--- config.mk ---
export PLATFORM = sky130hd
export DESIGN_NAME = clock_switch_seq_m
export DESIGN_NICKNAME = d
export VERILOG_FILES = /design/src/rtl/clock_switch_seq_m.sv
export SDC_FILE = /design/constraint.sdc
export NUM_CORES = 1
export LEC_CHECK = 0
export ABC_AREA = 1
export ABC_CLOCK_PERIOD_IN_PS = 2150
export BUFFER_PORTS_ARGS = -buffer_cell sky130_fd_sc_hd__buf_2
export CELL_PAD_IN_SITES_DETAIL_PLACEMENT = 0
export CELL_PAD_IN_SITES_GLOBAL_PLACEMENT = 2
export CORE_ASPECT_RATIO = 0.75
export CORE_MARGIN = 5
export CORE_UTILIZATION = 30
export CTS_CLUSTER_SIZE = 28
export DETAILED_ROUTE_END_ITERATION = 8
export GPL_ROUTABILITY_DRIVEN = 0
export PLACE_DENSITY_LB_ADDON = 0.1
export SLEW_MARGIN = 20
export SYNTH_ARGS = -nofsm -noshare
export SYNTH_HDL_FRONTEND = slang
export SYNTH_SLANG_ARGS = --single-unit
--- constraint.sdc ---
create_clock -name ck_ip -period 2.15 [get_ports ck_ip]
set_clock_uncertainty 0.2 [all_clocks]
set_input_delay 0.43 -clock ck_ip [delete_from_list [all_inputs] [get_ports ck_ip]]
set_output_delay 0.43 -clock ck_ip [all_outputs]
set_load 0.02 [all_outputs]
--- src/rtl/clock_switch_seq_m.sv ---
`default_nettype none
// +--------------------------------------------------------------------------+
// | clock_switch_seq_m: HS/LS CPU clock-switch sequencer with RDY stall.     |
// | Optional build macro: CLOCK_SWITCH_SEQ_STATS_EN (switch completion count)|
// | Revision: 1.0                                                            |
// +--------------------------------------------------------------------------+
module clock_switch_seq_m #(
  parameter int LINGER_CYCLES  = 4,
  parameter int TIMEOUT_CYCLES = 64,
  parameter int CNT_W          = 8
) (
  input  logic        ck_ip,
  input  logic        resetb,
  input  logic        slow_req_ip,
  input  logic        force_slow_ip,
  input  logic        selected_hs_ip,
  input  logic        selected_ls_ip,
`ifdef CLOCK_SWITCH_SEQ_STATS_EN
  input  logic        stats_clr_ip,
  output logic [15:0] switch_count_op,
`endif
  output logic        select_hs_op,
  output logic        rdy_op,
  output logic        fast_op,
  output logic        timeout_err_op
);

  localparam logic [1:0] ST_SLOW    = 2'd0;
  localparam logic [1:0] ST_TO_FAST = 2'd1;
  localparam logic [1:0] ST_FAST    = 2'd2;
  localparam logic [1:0] ST_TO_SLOW = 2'd3;

  localparam logic [CNT_W-1:0] LINGER_C  = CNT_W'(LINGER_CYCLES);
  localparam logic [CNT_W-1:0] TIMEOUT_C = CNT_W'(TIMEOUT_CYCLES);
  localparam logic [CNT_W-1:0] CNT_MAX   = {CNT_W{1'b1}};

  logic [1:0]       state_q, state_d;
  logic [CNT_W-1:0] cnt_q, cnt_d;
  logic             select_hs_q, select_hs_d;
  logic             rdy_q, rdy_d;
  logic             fast_q, fast_d;
  logic             err_q, err_d;

  logic [CNT_W-1:0] cnt_inc;
  logic             hs_locked;
  logic             ls_locked;
  logic             want_slow;

  // Mixed status (both high or both low) is treated as still switching.
  assign hs_locked = selected_hs_ip & ~selected_ls_ip;
  assign ls_locked = selected_ls_ip & ~selected_hs_ip;
  assign want_slow = slow_req_ip | force_slow_ip;
  assign cnt_inc   = (cnt_q == CNT_MAX) ? cnt_q : cnt_q + CNT_W'(1);

  always_comb begin
    state_d = state_q;
    cnt_d   = cnt_q;
    err_d   = err_q;
    case (state_q)
      ST_FAST: begin
        if (want_slow) begin
          state_d = ST_TO_SLOW;
          cnt_d   = '0;
        end
      end
      ST_TO_SLOW: begin
        if (ls_locked) begin
          state_d = ST_SLOW;
          cnt_d   = LINGER_C;
        end else begin
          cnt_d = cnt_inc;
          if (cnt_inc >= TIMEOUT_C) err_d = 1'b1;
        end
      end
      ST_SLOW: begin
        if (want_slow) begin
          cnt_d = LINGER_C;
        end else if (cnt_q != '0) begin
          cnt_d = cnt_q - CNT_W'(1);
        end else begin
          state_d = ST_TO_FAST;
          cnt_d   = '0;
        end
      end
      ST_TO_FAST: begin
        if (hs_locked) begin
          state_d = ST_FAST;
        end else begin
          cnt_d = cnt_inc;
          if (cnt_inc >= TIMEOUT_C) err_d = 1'b1;
        end
      end
      default: begin
        state_d = ST_SLOW;
        cnt_d   = LINGER_C;
      end
    endcase
  end

  // Outputs are a pure function of the state being entered, registered.
  always_comb begin
    select_hs_d = (state_d == ST_FAST) || (state_d == ST_TO_FAST);
    rdy_d       = (state_d == ST_FAST) || (state_d == ST_SLOW);
    fast_d      = (state_d == ST_FAST);
  end

  always_ff @(posedge ck_ip) begin
    if (!resetb) begin
      state_q     <= ST_SLOW;
      cnt_q       <= LINGER_C;
      select_hs_q <= 1'b0;
      rdy_q       <= 1'b1;
      fast_q      <= 1'b0;
      err_q       <= 1'b0;
    end else begin
      state_q     <= state_d;
      cnt_q       <= cnt_d;
      select_hs_q <= select_hs_d;
      rdy_q       <= rdy_d;
      fast_q      <= fast_d;
      err_q       <= err_d;
    end
  end

  assign select_hs_op   = select_hs_q;
  assign rdy_op         = rdy_q;
  assign fast_op        = fast_q;
  assign timeout_err_op = err_q;

`ifdef CLOCK_SWITCH_SEQ_STATS_EN
  logic [15:0] switch_count_q, switch_count_d;

  // Clear has priority over a completion on the same edge.
  always_comb begin
    switch_count_d = switch_count_q;
    if (stats_clr_ip) begin
      switch_count_d = '0;
    end else if ((state_q == ST_TO_FAST) && hs_locked && (switch_count_q != 16'hFFFF)) begin
      switch_count_d = switch_count_q + 16'd1;
    end
  end

  always_ff @(posedge ck_ip) begin
    if (!resetb) begin
      switch_count_q <= '0;
    end else begin
      switch_count_q <= switch_count_d;
    end
  end

  assign switch_count_op = switch_count_q;
`endif

endmodule
`default_nettype wire

==> metrics.cfg <==
[status]
status=finished, final reports clean

[yosys]
netlist_instances=179
ys_seq_area_share_pct=26.51
synth_fa_ha_area_share_pct=5.917
netlist.top_cell.by_area=dfxtp_1
synth_flop_cell=dfxtp_1
synth_warnings=0
synth_seq_cells=14
yosys-top-cells-count=nand2_1, inv_1, nand3_1, nor2_1, dfxtp_1
syn_nets=190
synth-xor-area-share_pct=0.8284
synth_top_family_by_area=simple AND/OR/NAND/NOR gates
synth.distinct_cells=19
synth_area_per_cell_um2=5.907
synth.area.mux_share_pct=0
post-synth-top-count-cell=nand2_1
syn_area_mm2=0.001057
ys_top_cells_by_area=dfxtp_1, nand2_1, nand3_1
synthArstFlopShare_pct=0
synth-edff-count=0
synth_top_area_share_pct=26.51
synthSimpleGateAreaFrac_pct=48.88
synth-compound-area-share_pct=7.219

[timing]
rsz0062_at_grt=no
post-route-period-util_pct=88.33
fmax_ghz=0.5266
worstMarginPinSlew_ps=367.0
holdWs_ps=201.9
final.min_clock_period_ps=1899
slew_headroom_pct=75.50
setup_tns_ps=0
finalSetupViolCount=0
final_max_slew_viol_count=0
finalHoldViolations=0

[pwr]
peakVddDrop_mv=0.3234
clock_power_share_pct=30.5
p_sw_share_pct=34.23
seq_power_share_pct=42.1
pwr-share-comb_pct=27.4
powerDensity_mw_per_mm2=609.8
p_leak_nw=0.6007
intPower_mw=0.4757
p_sw_mw=0.2476

[clock_tree]
hold_buffers=0
cts_tree=done
h-tree-depth=1
numCtsBuffers=3
cts_resized=0
clkTransAtPathRegs_ps=60
clockBufferDepth=2
postCtsSetupRepairBufs=0
cts.sinks=14
clockRootBuffer=clkbuf_8
clock_latency_ps=250

[critical_path]
endpoint_kind=flop
cp.arrival_ps=1840
path_cells=inv_1, ha_1, nand3_1, nor3_1, o22ai_1, ha_1, nand2_1, inv_1
criticalPathCategory=reg2reg
rr_worst_depth=8
cp.required_ps=2090
r2r_slack_ps=250
reg2reg_to=select_hs_op$_SDFF_PN0_
critPathMaxFanout=6
cpPeakStageDelay_ps=360
start_kind=flop
reg2reg_from=cnt_q[1]$_SDFFE_PN0P_
startpoint=cnt_q[1]$_SDFFE_PN0P_
slowest_stage=dfxtp_1

[die]
fp.dieW_um=78.55
rows=18
start_util_pct=31.72
fp.dieH_um=61.41
dieArea_mm2=0.004824
core_region_area_mm2=0.003333
pin_count=10

[layout]
drive_gt1_share_pct=11.58
syn2layout_area_growth_pct=12.19
fin_util_pct=35.59
antenna_cells=0
finalNetCount=203

[worst_hold_path]
hp-start=resetb
hold_end=rdy_op$_SDFF_PN1_
hold_depth=2
holdCritPathClass=in2reg

[routing]
routedWlPerCell_um=11.93
dr.pass1.iters=4
post-route-drc-count=0
antenna_left=0
via_per_inst=4.678
finalWirelength_um=2743
drtIter0Drc=72
route.vias.total=1076

[global_routing]
grt_pass1_vias=991
grt_first_pass_wirelength_um=4733
grt_usage_pct=12.83
overflow=0
grt_max_degree=11
antenna_found_initial=0

[placed_design]
io_buffer_count=9
dp_hpwl_um=2173

[flow_run]
drv_cap=0

logic make-up after synthesis:
group           after synthesis
simple gates                116
buf+inv                      28
compound gates               15
flops                        14
fa+ha+maj                     5
xor+xnor                      1
stage by stage:
step / instance area (µm²) / worst slack (ps) / cells / power [mW]
after floorplan: 1057 / 443.1 / 179 / 0.4554
after global placement: 1145 / 214.9 / 227 / 0.5084
after detailed placement: 1145 / 206.6 / 227 / 0.5096
after CTS: 1186 / 254.3 / 230 / 0.7340
after global routing: 1186 / 69.50 / 230 / 0.7785
final: 1186 / 251.0 / 230 / 0.7234
layout make-up:
class                   instances  area (µm²)
multi-input cells             137       664.4
repair buffers                 10       52.55
fillers                       393        2147
clock buffers                   3       41.29
inverters                      26       97.59
flip-flops and latches         14       280.3
well taps                      40       50.05
cell usage in the layout (no fill, tap or decap):
master / instances
o21ai_1: 1
ha_1: 5
xnor2_1: 1
dfxtp_1: 14
nor3_1: 1
o22ai_1: 1
nand3_1: 21
o21ai_0: 4
nor2_1: 21
buf_2: 9
a21oi_1: 9
nand2_1: 62
nor2_2: 4
nand3_4: 1
buf_4: 1
inv_1: 23
clkinv_1: 2
inv_2: 1
nor2_4: 3
nand4_1: 3
clkbuf_8: 3
worst max path at each step:
stage | to | slack [ps] | cells after the start
final | select_hs_op$_SDFF_PN0_ | 250 | 8
after CTS | select_hs_op$_SDFF_PN0_ | 250 | 8
after floorplan | select_hs_op$_SDFF_PN0_ | 440 | 8
after global routing | select_hs_op$_SDFF_PN0_ | 70 | 8
after global placement | select_hs_op$_SDFF_PN0_ | 210 | 8
after detailed placement | select_hs_op$_SDFF_PN0_ | 210 | 10
registers in the layout (all words and copies together) (netlist names):
| register | count |
|---|---|
| state_q | 2 |
| fast_op | 1 |
| rdy_op | 1 |
| select_hs_op | 1 |
| timeout_err_op | 1 |
| cnt_q | 8 |
worst max-delay path, delay by kind of cell, from the launching register on:
kind | cells | cell delay [ps]
AOI/OAI and AO/OA | 1 | 190
adders and majority gates | 2 | 480
buffers and inverters | 2 | 130
DFF | 1 | 360
and+or+nand+nor | 3 | 430
per-layer routing:
layer / up-vias / track usage (%) / share of wire [%]
li1: 582 / - / -
met1: 467 / 18.57 / 53
met2: 25 / 19.11 / 41
met3: 2 / 3.509 / 6.0
met4: 0 / 2.743 / 0.62
met5: - / 0 / 0
power by group through the flow:
| stage | clock, mW | combinational, mW | sequential (mW) |
|---|---|---|---|
| global route | 0.237 | 0.232 | 0.309 |
| detailed placement | 0 | 0.200 | 0.310 |
| global placement | 0 | 0.198 | 0.310 |
| CTS | 0.230 | 0.200 | 0.304 |
| finish | 0.220 | 0.198 | 0.304 |
| floorplan | 0 | 0.154 | 0.301 |
No activity file was read; power rests on OpenSTA's default activity.
